File: src/rtl/dip_debounce.sv
// dip_debounce: conditions raw, bouncing DIP switch levels into clean synchronous
// levels. Each channel is a 2-flop synchronizer feeding a STABLE/WAIT debounce FSM
// with a qualification counter. The FSM emits a registered one-cycle rise or fall
// pulse when it accepts a new level.
module dip_debounce #(
    parameter int CH              = 2,
    parameter int DEBOUNCE_CYCLES = 50000,
    parameter int CNT_W           = 16
) (
    input  logic          CLK,
    input  logic          RST_N,
    input  logic [CH-1:0] DIP_IN,
    output logic [CH-1:0] DIP_OUT,
    output logic [CH-1:0] DIP_RISE,
    output logic [CH-1:0] DIP_FALL,
    output logic          BUSY
);

    typedef enum logic {
        ST_STABLE = 1'b0,
        ST_WAIT   = 1'b1
    } state_e;

    // Count value at which the final stable sample commits the new level.
    localparam logic [CNT_W-1:0] CNT_LAST = CNT_W'(DEBOUNCE_CYCLES - 1);

    logic [CH-1:0] sync1_q;
    logic [CH-1:0] sync2_q;
    logic [CH-1:0] busy_vec;

    // Two-flop synchronizer: the only place DIP_IN is sampled.
    always_ff @(posedge CLK or negedge RST_N) begin
        // NOTE: clocked state uses non-blocking (<=) so every flop samples pre-edge values.
        if (!RST_N) begin
            sync1_q <= '0;
            sync2_q <= '0;
        end else begin
            sync1_q <= DIP_IN;
            sync2_q <= sync1_q;
        end
    end

    for (genvar i = 0; i < CH; i++) begin : g_ch
        state_e           state_q;
        logic [CNT_W-1:0] cnt_q;
        logic             out_q;
        logic             rise_q;
        logic             fall_q;

        // Per-channel debounce FSM: qualify a change for DEBOUNCE_CYCLES samples, then commit.
        always_ff @(posedge CLK or negedge RST_N) begin
            if (!RST_N) begin
                state_q <= ST_STABLE;
                cnt_q   <= '0;
                out_q   <= 1'b0;
                rise_q  <= 1'b0;
                fall_q  <= 1'b0;
            end else begin
                // Pulses are high for one cycle only; the commit branch overrides these.
                rise_q <= 1'b0;
                fall_q <= 1'b0;
                unique case (state_q)
                    ST_STABLE: begin
                        if (sync2_q[i] != out_q) begin
                            state_q <= ST_WAIT;
                            cnt_q   <= CNT_W'(1);
                        end else begin
                            cnt_q   <= '0;
                        end
                    end
                    ST_WAIT: begin
                        if (sync2_q[i] == out_q) begin
                            // Input returned to the accepted level: treat as a bounce.
                            state_q <= ST_STABLE;
                            cnt_q   <= '0;
                        end else if (cnt_q == CNT_LAST) begin
                            out_q   <= sync2_q[i];
                            rise_q  <= sync2_q[i];
                            fall_q  <= ~sync2_q[i];
                            state_q <= ST_STABLE;
                            cnt_q   <= '0;
                        end else begin
                            cnt_q   <= cnt_q + CNT_W'(1);
                        end
                    end
                endcase
            end
        end

        assign DIP_OUT[i]  = out_q;
        assign DIP_RISE[i] = rise_q;
        assign DIP_FALL[i] = fall_q;
        assign busy_vec[i] = (state_q == ST_WAIT);
    end

    // BUSY depends on FSM state registers only, never on DIP_IN.
    assign BUSY = |busy_vec;

endmodule
File: config.mk
export PLATFORM = sky130hd
export DESIGN_NAME = dip_debounce
export DESIGN_NICKNAME = d
export VERILOG_FILES = /design/src/rtl/dip_debounce.sv
export SDC_FILE = /design/constraint.sdc
export NUM_CORES = 1
export LEC_CHECK = 0
export ABC_AREA = 1
export ABC_CLOCK_PERIOD_IN_PS = 1500
export CORE_MARGIN = 10
export CORE_UTILIZATION = 59
export CTS_BUF_LIST = sky130_fd_sc_hd__clkbuf_8
export CTS_CLUSTER_DIAMETER = 30
export DETAILED_ROUTE_END_ITERATION = 10
export GPL_ROUTABILITY_DRIVEN = 0
export HOLD_SLACK_MARGIN = 0.08
export PLACE_DENSITY = 0.86
export RECOVER_POWER = 100
export SLEW_MARGIN = 10
export SYNTH_ARGS = -nofsm -noshare
export SYNTH_HDL_FRONTEND = slang
export SYNTH_SLANG_ARGS = --single-unit
File: constraint.sdc
create_clock -name CLK -period 1.5 [get_ports CLK]
set_input_delay 0.3 -clock CLK [delete_from_list [all_inputs] [get_ports CLK]]
set_output_delay 0.3 -clock CLK [all_outputs]
set_load 0.005 [all_outputs]
==> summary.txt, run 1 <==
Timing
  • Worst slew margin: 0.6049
  • Endpoints failing setup: 0
  • Final Hold Viols: 0
  • Measured slew at the worst slew-check pin: 0.5926 ns
  • Worst Clk Skew: around 0.0063 ns
  • Final worst-path cycle share: 0.9777
  • Max-slew violations: 0
  • Final worst slack: 0.03351 ns
  • Max Clk Rate: 681.9 MHz
  • Final min period: 1.466 ns
  • TNS Setup: 0 ns

Clocking
  • CTS Buf Count: 5
  • Clock root cell: clkbuf_8
  • Clock sink count: 44
  • CTS tree: built
  • Skew-Pair Late Insertion Delay: ~0.30 ns
  • H-tree levels: 2
  • Clock buffer depth: 2
  • Clk slew on worst S/H paths: 0.09 ns

Critical path
  • Worst setup path class: register to register
  • CP Capture Type: register
  • CP required: 1.70 ns
  • CP startpoint kind: register
  • Critical Path AT: 1.67 ns
  • Critical Path Fanout Max: 3
  • Worst reg-to-reg path cell count: 9

Cells and area
  • Final net count: 351
  • Commonest non-fill, non-tap cell in the layout: nand2_1
  • Area delta synth->final: 15.88%
  • Share of cells above drive strength 1: 0.1994
  • Most frequent cells in the layout: nand2_1 (59), nor2_1 (56), dfrtp_1 (43), inv_1 (39), nand3_1 (34)
  • Diodes inserted: 0

Routing
  • WL/cell: between 15 and 20 um
  • Initial DRC count: 178
  • Residual DRC: 0
  • Post-route ant nets: 0
  • WL final: 5.985 mm
  • Routed vias/inst: 5.561
  • Vias: 2202
  • Pre-antenna DRT Iters: 5

Logic synthesis
  • Mapped Nets: approximately 330
  • Post-synth EDFFs: 0
  • Synth Register Bits: 44
  • Dominant synthesized flop cell: dfrtp_1
  • Register area share after synthesis: 0.4435
  • Netlist Area Pre-Place: 2482 um^2
  • Syn Inst Count: 322
  • Asr flop ratio synth: 1.000
  • Yosys Warn Count: 0
  • Mapped Avg Cell Area: around 7.7 um^2
  • Synth cell types: 27

Die
  • Die footprint: 7202 um^2
  • Initial Util: 0.6161
  • Chip Width: 84.87 um
  • CORE AREA: 4029 um^2
  • Row count: 23
  • Die height: 84.87 um
  • Ports: 11

Run
  • Max Cap Viol: 0

Global route
  • First-pass GRT wire length: 10.34 mm
  • Antenna violations before repair: 0
  • Vias in the first global route: 2233
  • Grt total ovfl: 0
  • Largest net degree at the start of global routing: 45
  • GRT Total Usage: 0.1738

Pwr
  • Pwr dens: 925.1 nW/um^2
  • Leakage: 1.263 nW
  • VDD IR max: 0.4058 mV

Placed design
  • Detailed placer's ending HPWL: 3.857 mm
  • Post-Place Worst Slack: 0.01310 ns
  • Port Buffers: 10

Min path
  • Worst Hold Depth: 0
  • HP Class: register to register

Run status
  • Status: complete, no violations
-- path summary, 6_finish.rpt --
check                                                start                          to  slack [ns]
worst max-delay path            g_ch[1].cnt_q[0]$_DFF_PN0_  g_ch[1].cnt_q[9]$_DFF_PN0_        0.03
worst min register to register        sync1_q[1]$_DFF_PN0_        sync2_q[1]$_DFF_PN0_        0.37
worst min-delay path                  sync1_q[1]$_DFF_PN0_        sync2_q[1]$_DFF_PN0_        0.37
max in group asynchronous                            RST_N  g_ch[1].cnt_q[4]$_DFF_PN0_        0.43
min in group asynchronous                            RST_N  g_ch[1].cnt_q[9]$_DFF_PN0_        0.64
worst max register to register  g_ch[1].cnt_q[0]$_DFF_PN0_  g_ch[1].cnt_q[9]$_DFF_PN0_        0.03
-- cell type report --
type / instances / area (um^2)
inverters: 44 / 165.2
clock buffers: 5 / 68.82
clock inverters: 3 / 90.09
flip-flops and latches: 44 / 1102
multi-input cells: 226 / 1186
repair buffers: 24 / 201.4
fillers: 290 / 1152
well taps: 50 / 62.56
-- report_power, final --
group	total, W	switching [W]	internal (W)
clock	0.00125	0.000422	0.000833
sequential	0.00123	0.0000203	0.00121
combinational	0.000174	0.000121	0.0000524
total	0.00266	0.000563	0.00210
-- flip-flops by register name (all words and copies together), names as in the netlist --
name          count
g_ch.rise_q       2
g_ch.cnt_q       32
g_ch.state_q      2
g_ch.fall_q       2
g_ch.out_q        2
sync1_q           2
sync2_q           2
-- routing by layer --
| metal | vias to the layer above | track usage | part of all wire |
|---|---|---|---|
| met2 | 109 | 0.2663 | 0.48 |
| met1 | 1026 | 0.2145 | 0.41 |
| li1 | 1043 | - | - |
| met3 | 24 | 0.04971 | 0.075 |
| met4 | 0 | 0.09880 | 0.036 |
| met5 | - | 0 | 0 |
-- cell usage after synthesis, types with 2 or more instances --
library cell	count	area [um^2]
o21bai_1	3	22.52
nand2_2	8	50.05
nand3_1	34	170.2
xnor2_1	4	35.03
xor2_1	5	43.79
o21ai_0	5	25.02
dfrtp_1	44	1101
nand2_1	63	236.5
inv_1	41	153.9
ha_1	2	25.02
buf_4	6	45.04
nand4_1	7	43.79
nor2_4	7	78.83
a21oi_1	4	20.02
nor3_1	4	20.02
nor2_1	61	229.0
nor3_2	3	30.03
nor2_2	11	68.82
inv_2	2	7.510
-- stage by stage --
| stage | utilization | area (um^2) | std cells | hold WS (ns) | total power (W) |
|---|---|---|---|---|---|
| CTS | 0.6994 | 2818 | 391 | 0.3694 | 0.002671 |
| finish | 0.7140 | 2877 | 396 | 0.3696 | 0.002661 |
| global placement | 0.6506 | 2621 | 380 | 0.2901 | 0.001415 |
| floorplan | - | 2482 | 322 | 0.004409 | 0.001365 |
| global route | 0.7140 | 2877 | 396 | 0.3873 | 0.002742 |
| detailed placement | 0.6506 | 2621 | 380 | 0.2919 | 0.001421 |
-- repair_timing --
item,CTS,global route
hold buffers,1,0
endpoints found under the setup margin,5,26
pin swaps,1,4
setup buffers,2,5
resized for setup,5,15
hold endpoints to repair,44,0
-- critical path: stages (launching register included) --
cell	delay (ns)
dfrtp_1	0.38
ha_2	0.20
nand2_2	0.08
inv_2	0.09
nand2_2	0.07
nor2_2	0.10
nand2_2	0.12
buf_4	0.17
nand3_1	0.11
nor2_1	0.05
-- logic make-up after synthesis --
family / count (synthesis) / synth area share
adder cells (fa/ha/maj): 2 / 0.01008
AO/OA/AOI/OAI: 12 / 0.02722
buffers and inverters: 52 / 0.09728
AND/OR/NAND/NOR: 203 / 0.3901
XOR/XNOR: 9 / 0.03175
flip-flops: 44 / 0.4435
Note: power is estimated with default switching activity, not from simulation.
==> run 2: changes to the inputs <==
--- a/config.mk
+++ b/config.mk
@@ -12,7 +12,7 @@
 export CTS_BUF_LIST = sky130_fd_sc_hd__clkbuf_8
 export CTS_CLUSTER_DIAMETER = 30
 export DETAILED_ROUTE_END_ITERATION = 10
-export GPL_ROUTABILITY_DRIVEN = 0
+export GPL_ROUTABILITY_DRIVEN = 1
 export HOLD_SLACK_MARGIN = 0.08
 export PLACE_DENSITY = 0.86
 export RECOVER_POWER = 100
==> results of run 2 <==
Final layout, timing and power as in run 1 (identical DEF).
==> run 3: changes to the inputs <==
--- a/config.mk
+++ b/config.mk
@@ -6,7 +6,7 @@
 export NUM_CORES = 1
 export LEC_CHECK = 0
 export ABC_AREA = 1
-export ABC_CLOCK_PERIOD_IN_PS = 1500
+export ABC_CLOCK_PERIOD_IN_PS = 1700
 export CORE_MARGIN = 10
 export CORE_UTILIZATION = 59
 export CTS_BUF_LIST = sky130_fd_sc_hd__clkbuf_8
==> constraint.sdc (replaced) <==
create_clock -name CLK -period 1.7 [get_ports CLK]
set_input_delay 0.34 -clock CLK [delete_from_list [all_inputs] [get_ports CLK]]
set_output_delay 0.34 -clock CLK [all_outputs]
set_load 0.005 [all_outputs]
==> run 3 against run 2 <==
Clock skew barely moved. Total power fell by 23%. Flip-flop and latch count did not move. Via count fell by 4.2%. Non-clock buffer count fell by 13. Hold slack got worse by 0.062 ns. Critical path depth fell by 6. Sequential share of layout area rose by 3.6 points. First-iteration DRC count rose by 32%. Highest routed layer unchanged.
==> summary.txt, run 3 (synthesis gave the netlist of run 1 again) <==
Run status
  • Status: complete, no violations

Timing
  • Measured slew at the worst slew-check pin: 1.061 ns (+0.4686 ns)
  • TNS Setup: 0 ns (unchanged)
  • Max-slew violations: 0 (unchanged)
  • Endpoints failing setup: 0 (unchanged)
  • RSZ-0062 raised after global routing: no
  • Final min period: approximately 1.6 ns
  • Final worst-path cycle share: 0.9704
  • Max Clk Rate: 606.1 MHz
  • Final Hold Viols: 0 (unchanged)
  • Worst slew margin: 0.2925 (-0.3124)
  • Final worst slack: 0.05024 ns (+0.01673 ns)
  • Worst Clk Skew: 0.006243 ns (-0.0001056 ns)

Critical path
  • Worst setup path class: register to output port
  • CP startpoint kind: register
  • CP required: 1.36 ns (-0.34 ns)
  • Critical Path AT: 1.31 ns (-0.36 ns)
  • Worst-path cell chain: inv_2 -> nand2_1 -> clkdlybuf4s50_1
  • Max incr delay on CP: 0.45 ns (+0.07 ns)
  • CP Capture Type: output port
  • Critical Path Fanout Max: 4 (+1)
  • Slowest-stage cell, CP: clkdlybuf4s50_1

Cells and area
  • Reg with most FFs: g_ch.cnt_q
  • Max FFs per register: 32 (unchanged)
  • Post-Layout Cell Count: 383 (-3.3%)
  • Layout fillers: 329 (+13%)
  • Final net count: 338 (-3.7%)
  • Share of cells above drive strength 1: 0.08709 (-0.1123)
  • Area delta synth->final: 5.847%
  • Most frequent cells in the layout: nor2_1 (70), nand2_1 (65), dfrtp_1 (44), inv_1 (40), nand3_1 (35)
  • Commonest non-fill, non-tap cell in the layout: nor2_1
  • Diodes inserted: 0 (unchanged)

Placed design
  • Post-Place Worst Slack: 0.2174 ns (+0.2043 ns)
  • Inst Count DP: 375 (-1.3%)
  • Port Buffers: 10 (unchanged)
  • Gpl congestion: 0.9290
  • Detailed placer's ending HPWL: 3.789 mm (-1.8%)

Clocking
  • Clock root cell: clkbuf_8
  • Hold Buf Count CTS: 0 (-1)
  • H-tree levels: 2 (unchanged)
  • CTS Buf Count: 5 (unchanged)
  • CTS tree: built
  • Skew-Pair Late Insertion Delay: 0.30 ns (about the same)
  • Clock buffer depth: 2 (unchanged)
  • Clock sink count: 44 (unchanged)
  • Clk slew on worst S/H paths: 0.08 ns (about the same)

Global route
  • Vias in the first global route: 2015 (-9.8%)
  • GRT Total Usage: 0.1507 (-0.02319)
  • Grt total ovfl: 0 (unchanged)
  • Largest net degree at the start of global routing: 45 (unchanged)
  • Antenna violations before repair: 0 (unchanged)
  • First-pass GRT wire length: 9.128 mm (-12%)

Die
  • Initial Util: 0.6161 (unchanged)
  • Die footprint: 7202 um^2 (unchanged)
  • Die height: 84.87 um (unchanged)
  • CORE AREA: 4029 um^2 (unchanged)
  • Ports: 11 (unchanged)
  • Chip Width: 84.87 um (unchanged)
  • Row count: 23 (unchanged)

Routing
  • Vias: 2109 (-4.2%)
  • WL final: 5.206 mm (-13%)
  • Initial DRC count: 235 (+32%)
  • Pre-antenna DRT Iters: 5 (unchanged)
  • Residual DRC: 0 (unchanged)
  • Routed vias/inst: 5.507 (-0.97%)
  • WL/cell: 13.59 um (-10%)
  • Post-route ant nets: 0 (unchanged)

Pwr
  • Leakage: 1.200 nW (-5.0%)
  • VDD IR max: 0.4127 mV (+1.7%)
  • Pwr dens: 781.9 nW/um^2 (-15%)

Min path
  • HP Class: input port to asynchronous set/reset pin

Run
  • Max Cap Viol: 0 (unchanged)
run 3: cell types whose count changed in the layout (fill, tap and decap cells not counted), moves of 3 or more:
cell	change
nor2_1	+14
buf_4	-12
dlygate4sd3_1	+4
nor3_2	-3
nor2_2	-10
nand2_1	+6
nand2_2	-5
nor2_4	-4
nor3_1	+3
run 3: where the power goes:
part,leakage [nW],internal [W],total (W),switching (W)
Clock,0.0614,0.000480,0.000839,0.000358
Sequential,0.598,0.00107,0.00109,0.0000160
Combinational,0.541,0.0000402,0.000130,0.0000895
Total,1.20,0.00159,0.00205,0.000464
run 3: path summary, 6_finish.rpt:
check                                               to  slack (ns)                      start  cells past startpoint
max                                               BUSY        0.05  g_ch[1].state_q$_DFF_PN0_                      3
min                        g_ch[1].cnt_q[10]$_DFF_PN0_        0.31                      RST_N                      2
max reg2reg                 g_ch[0].cnt_q[7]$_DFF_PN0_        0.12       sync2_q[0]$_DFF_PN0_                      5
min reg2reg                       sync2_q[0]$_DFF_PN0_        0.36       sync1_q[0]$_DFF_PN0_                      0
max in group asynchronous  g_ch[1].cnt_q[14]$_DFF_PN0_        0.75                      RST_N                      2
min in group CLK                  sync2_q[0]$_DFF_PN0_        0.36       sync1_q[0]$_DFF_PN0_                      0
run 3: layout make-up:
class                           instances  area, um^2  share of cell area
Sequential cell                        44        1101              0.4190
Multi-Input combinational cell        226        1077              0.4100
Inverter                               44       165.2             0.06286
Timing Repair Buffer                   11       100.1             0.03810
Clock buffer                            6       82.58             0.03143
Tap cell                               50       62.56             0.02381
Clock inverter                          2       38.79             0.01476
run 3: routing by layer:
layer,track usage,up-vias,part of all wire
met3,0.03920,14,0.066
li1,-,1015,-
met1,0.1926,1007,0.44
met5,0,-,0
met4,0.06437,0,0.026
met2,0.2354,73,0.47
run 3: worst max-delay path, delay by kind of cell, from the launching register on:
kind                   cells  cell delay (ns)
buffers and inverters      2             0.54
DFF                        1             0.38
and+or+nand+nor            1             0.08
run 3: repair_timing:
item / CTS / global route
setup buffers: 0 / 0
endpoints found under the hold margin: 0 / 0
gates resized for setup: 2 / 1
gates cloned: 0 / 0
setup endpoints to repair: 1 / 1
run 3: through the flow:
step	instance area (um^2)	total power [W]	util	hold WS (ns)
after detailed placement	2571	0.001247	0.6382	0.3347
final	2628	0.002054	0.6522	0.3078
after floorplan	2482	0.001204	-	0.04441
after global placement	2571	0.001242	0.6382	0.3339
after CTS	2693	0.002084	0.6683	0.1217
after global routing	2628	0.002129	0.6522	0.3809
==> patch 1 (settings of run 3) <==
Make the reset (`RST_N`) synchronous in 2 clocked blocks.
--- a/src/rtl/dip_debounce.sv
+++ b/src/rtl/dip_debounce.sv
@@ -31,3 +31,3 @@
     // Two-flop synchronizer: the only place DIP_IN is sampled.
-    always_ff @(posedge CLK or negedge RST_N) begin
+    always_ff @(posedge CLK) begin
         // NOTE: clocked state uses non-blocking (<=) so every flop samples pre-edge values.
@@ -50,3 +50,3 @@
         // Per-channel debounce FSM: qualify a change for DEBOUNCE_CYCLES samples, then commit.
-        always_ff @(posedge CLK or negedge RST_N) begin
+        always_ff @(posedge CLK) begin
             if (!RST_N) begin
Check against the original RTL: differs if RST_N is asserted again (counterexample within 4 cycles, from zero or initial values and one cycle with RST_N low); with RST_N held inactive, the same outputs for 10 cycles.
==> patch 1 against run 3 <==
- final area fell by 14%
- worst setup slack improved by 0.084 ns
- highest routed layer unchanged
- count of clock-buffer cells in the layout did not move
- routed wire length fell by 27%
- sequential cell count did not move
- critical path type unchanged
- clock skew rose by 0.0055 ns
- synthesized area fell by 17%
Power is not compared: it rests on default switching activity, and its combinational part moved more than twofold at a synthesized area within 25%.
==> patch 1: results (changes against run 3) <==
| Metric | Value |
|---|---|
| Total GRT Usage | `13.0% (-2.1 points)` |
| Post-synthesis adder-cell area fraction | `1.22% (+0.21 points)` |
| Critical Path Max Stage Delay | `0.58 ns (+0.13 ns)` |
| R2R setup slack | `0.16 ns (+0.04 ns)` |
| Dpl cells | `338 (-9.9%)` |
| Most frequent cells after synthesis | `nand2_1, nor2_1, dfxtp_1` |
| Skew final | `0.0118 ns (+0.00554 ns)` |
| Syn Area/Cell | `7.17 µm² (-7.0%)` |
| Wire length per cell | `10.9 µm (-20%)` |
| Status | `finished, final reports clean` |
| Main synth FF type | `dfxtp_1` |
| CP max FO | `3 (-1)` |
| GP Congestion | `0.839 (-9.7%)` |
| Async S/R FF share, synth | `0% (-100 points)` |
| Worst Hold Class | `reg2reg` |
| Worst-Margin Slew | `0.289 ns (-0.772 ns)` |
| Sequential cell area fraction in the yosys report | `43.0% (-1.4 points)` |
| Via density per instance | `5.05 (-8.4%)` |
| Worst path arrival time | `1.23 ns (-0.08 ns)` |
| Path depth of the worst reg2reg path | `7 (+2)` |
| Post-synthesis compound-gate area fraction | `6.47% (+3.7 points)` |
| Nets | `305 (-9.8%)` |
| Reg-to-Reg End | `g_ch[0].cnt_q[7]$_SDFF_PP0_` |
| Synth Area in XOR/XNOR | `5.13% (+1.9 points)` |
| Vias | `1746 (-17%)` |
| Setup crit start | `g_ch[0].out_q$_SDFFE_PN0P_` |
## patch 1: cell count changes in the layout (fill, tap and decap cells not counted), moves of 4 or more
cell / run 3 / this run
dfrtp_1: 44 / 0
nor2_1: 70 / 54
nor2_2: 5 / 1
nor2_4: 4 / 0
a21oi_1: 4 / 16
nand2_1: 65 / 69
dfxtp_1: 0 / 43
nand2_2: 6 / 0
nor3_1: 7 / 2
nand3_1: 35 / 14
## patch 1: area by class of cell
type / instances / area [µm²]
fillers: 282 / 1080
multi-input cells: 196 / 945
flip-flops and latches: 44 / 882
repair buffers: 15 / 140
inverters: 37 / 139
clock buffers: 6 / 82.6
well taps: 46 / 57.6
clock inverters: 2 / 11.3
## patch 1: kinds of logic after synthesis
kind of cell,Yosys count
XOR/XNOR,12
adder cells (fa/ha/maj),2
AO/OA/AOI/OAI,23
AND/OR/NAND/NOR,159
buffers and inverters,46
flip-flops,44
## patch 1: how the worst min path moves through the flow
| stage | start | end | slack (ns) |
|---|---|---|---|
| floorplan | sync1_q[0]$_SDFF_PN0_ | sync2_q[0]$_SDFF_PN0_ | 0.39 |
| global placement | sync1_q[0]$_SDFF_PN0_ | sync2_q[0]$_SDFF_PN0_ | 0.39 |
| detailed placement | sync1_q[0]$_SDFF_PN0_ | sync2_q[0]$_SDFF_PN0_ | 0.41 |
| CTS | sync1_q[1]$_SDFF_PN0_ | sync2_q[1]$_SDFF_PN0_ | 0.43 |
| global route | sync1_q[0]$_SDFF_PN0_ | sync2_q[0]$_SDFF_PN0_ | 0.46 |
| finish | sync1_q[0]$_SDFF_PN0_ | sync2_q[0]$_SDFF_PN0_ | 0.42 |
## patch 1: power breakdown
part	switching, µW	leakage [µW]	internal [µW]
Combinational	14.8	0.000411	14.4
Sequential	4.63	0.000356	1040
Clock	344	0.0000486	324
## patch 1: worst min-delay path, delay by kind of cell, from the launching register on
| family | cells | cell delay (ns) |
|---|---|---|
| simple gates | 1 | 0.05 |
| buf+inv | 1 | 0.04 |
| flops | 1 | 0.31 |
## patch 1: per-layer routing
layer / share of wire [%] / vias to the layer above / GRT usage (%) / routed length (µm)
met5: 0 / - / 0 / 0
met4: 1.5 / 0 / 5.91 / 58
met3: 3.1 / 7 / 4.05 / 117
met2: 51 / 19 / 24.0 / 1940
met1: 44 / 805 / 13.1 / 1660
li1: - / 915 / - / -
## patch 1: metrics by stage
step           total power [µW]  util, %  cell area, µm²  setup WS, ns
2_1_floorplan              1080        -            2050         0.384
6_report                   1740     67.6            2260         0.134
3_3_place_gp               1100     65.5            2190         0.129
5_1_grt                    1800     67.6            2260        0.0152
3_5_place_dp               1100     65.5            2190        0.0592
4_1_cts                    1760     68.4            2280         0.121
==> patch 2 (flow settings as in run 3) <==
Made on the original files. `CNT_W`: 16 -> 18.
--- a/src/rtl/dip_debounce.sv
+++ b/src/rtl/dip_debounce.sv
@@ -7,3 +7,3 @@
     parameter int DEBOUNCE_CYCLES = 50000,
-    parameter int CNT_W           = 16
+    parameter int CNT_W           = 18
 ) (
Formal check against the unedited RTL: same outputs for any inputs over 10 cycles, from zero or initial values and one cycle with RST_N low; that may be too few to reach the edited logic, so the function may still have changed.
==> patch 2 against run 3 <==
- routed wire length down 11%
- clock power down 23%
- sequential cell count up 4
- total power down 4.8%
- final area up 3.7%
- synthesized cell count down 1.2%
- largest power group unchanged
- critical path type unchanged
- hold slack better by 0.047 ns
- register-to-register slack better by 0.03 ns
- synthesized area up 2.6%
- worst setup slack better by 0.013 ns
==> patch 2: results (changes against run 3) <==
| Metric | Value |
|---|---|
| Sequential cell area fraction in the yosys report | `47.2% (+2.8 points)` |
| Largest register FFs | `36 (+13%)` |
| VDD IR max | `0.604 mV (+46%)` |
| DP HPWL | `3460 µm (-8.6%)` |
| GP Congestion | `0.937 (+0.88%)` |
| Skew final | `0.0114 ns (+0.00516 ns)` |
| Area contributors post-synth | `dfrtp_1, nor2_1, nand2_1` |
| Worst reg2reg startpoint | `g_ch[0].cnt_q[0]$_DFF_PN0_` |
| Pin count of the biggest net entering global routing | `49 (+8.9%)` |
| Leak | `0.00124 µW (+3.3%)` |
| Reg-to-Reg End | `g_ch[0].cnt_q[0]$_DFF_PN0_` |
| Initial DRC count | `101 (-57%)` |
| Layout cells sized above 1 | `9.42% (+0.71 points)` |
| Status | `finished, final reports clean` |
| Via density per instance | `5.22 (-5.2%)` |
| DRT Pass-1 Iters | `4 (-1)` |
| DP Area | `2660 µm² (+3.4%)` |
| Nets | `335 (-0.89%)` |
| Syn Nets | `324 (-1.2%)` |
| Most frequent cells after synthesis | `nor2_1, nand2_1, dfrtp_1` |
| Routed WL | `4650 µm (-11%)` |
| CP max FO | `3 (-1)` |
| NetSw | `470 µW (+1.3%)` |
| Worst-Margin Slew | `1.01 ns (-0.0519 ns)` |
| R2R setup slack | `0.15 ns (+0.03 ns)` |
| Total GRT Usage | `14.2% (-0.88 points)` |
| Vias in the first global route | `2012 (-0.15%)` |
| Final hold viol count | `0 (unchanged)` |
| First-pass GRT wire length | `8570 µm (-6.1%)` |
==> patch 2: critical path, stage by stage (launching register included) <==
cell and delay, ns:
dfrtp_1 0.36, inv_1 0.13, nand2_1 0.07, clkdlybuf4s50_1 0.44
==> patch 2: through the flow <==
step	std cells	setup WS, ns
finish	379	0.0630
global route	379	0.00388
CTS	379	0.0303
detailed placement	371	0.213
global placement	371	0.280
floorplan	318	0.341
==> patch 2: kinds of logic (layout without fill, tap and decap cells) <==
family	after synthesis	count (layout)	share of synthesized area [%]
compound gates	10	10	2.41
xor+xnor	17	17	5.85
fa+ha+maj	2	2	0.982
buf+inv	42	53	7.66
flops	48	48	47.2
simple gates	199	199	36.0
==> patch 2: timing repair <==
item,CTS,global route
endpoints found under the setup margin,0,1
resized for setup,0,1
hold endpoints to repair,48,0
hold buffers,1,0
==> patch 2: power by group through the flow <==
stage / Sequential, µW / Combinational [µW] / Clock (µW)
2_1_floorplan: 1200 / 87.4 / 0
3_3_place_gp: 1200 / 134 / 0
3_5_place_dp: 1200 / 138 / 0
4_1_cts: 1180 / 140 / 663
5_1_grt: 1180 / 151 / 720
6_report: 1180 / 130 / 643
==> patch 2: routing by layer <==
metal / wire length [µm] / track usage, % / vias up / part of all wire, %
met4: 85 / 5.09 / 0 / 1.8
li1: - / - / 991 / -
met2: 2450 / 25.6 / 35 / 53
met3: 173 / 4.54 / 9 / 3.7
met5: 0 / 0 / - / 0
met1: 1940 / 15.1 / 943 / 42
==> patch 2: worst min path at each step <==
| stage | start | cells past startpoint | slack [ns] | to |
|---|---|---|---|---|
| detailed placement | RST_N | 2 | 0.34 | g_ch[0].cnt_q[15]$_DFF_PN0_ |
| CTS | sync1_q[0]$_DFF_PN0_ | 0 | 0.36 | sync2_q[0]$_DFF_PN0_ |
| global route | sync1_q[0]$_DFF_PN0_ | 0 | 0.36 | sync2_q[0]$_DFF_PN0_ |
| finish | sync1_q[0]$_DFF_PN0_ | 0 | 0.36 | sync2_q[0]$_DFF_PN0_ |
| floorplan | RST_N | 0 | 0.04 | g_ch[0].cnt_q[0]$_DFF_PN0_ |
| global placement | sync1_q[0]$_DFF_PN0_ | 0 | 0.33 | sync2_q[0]$_DFF_PN0_ |
==> patch 2: final cells by class <==
type,instances,area (µm²)
clock buffers,5,68.8
clock inverters,2,12.5
fillers,345,1360
inverters,34,128
multi-input cells,228,1140
flip-flops and latches,48,1200
well taps,50,62.6
repair buffers,12,110
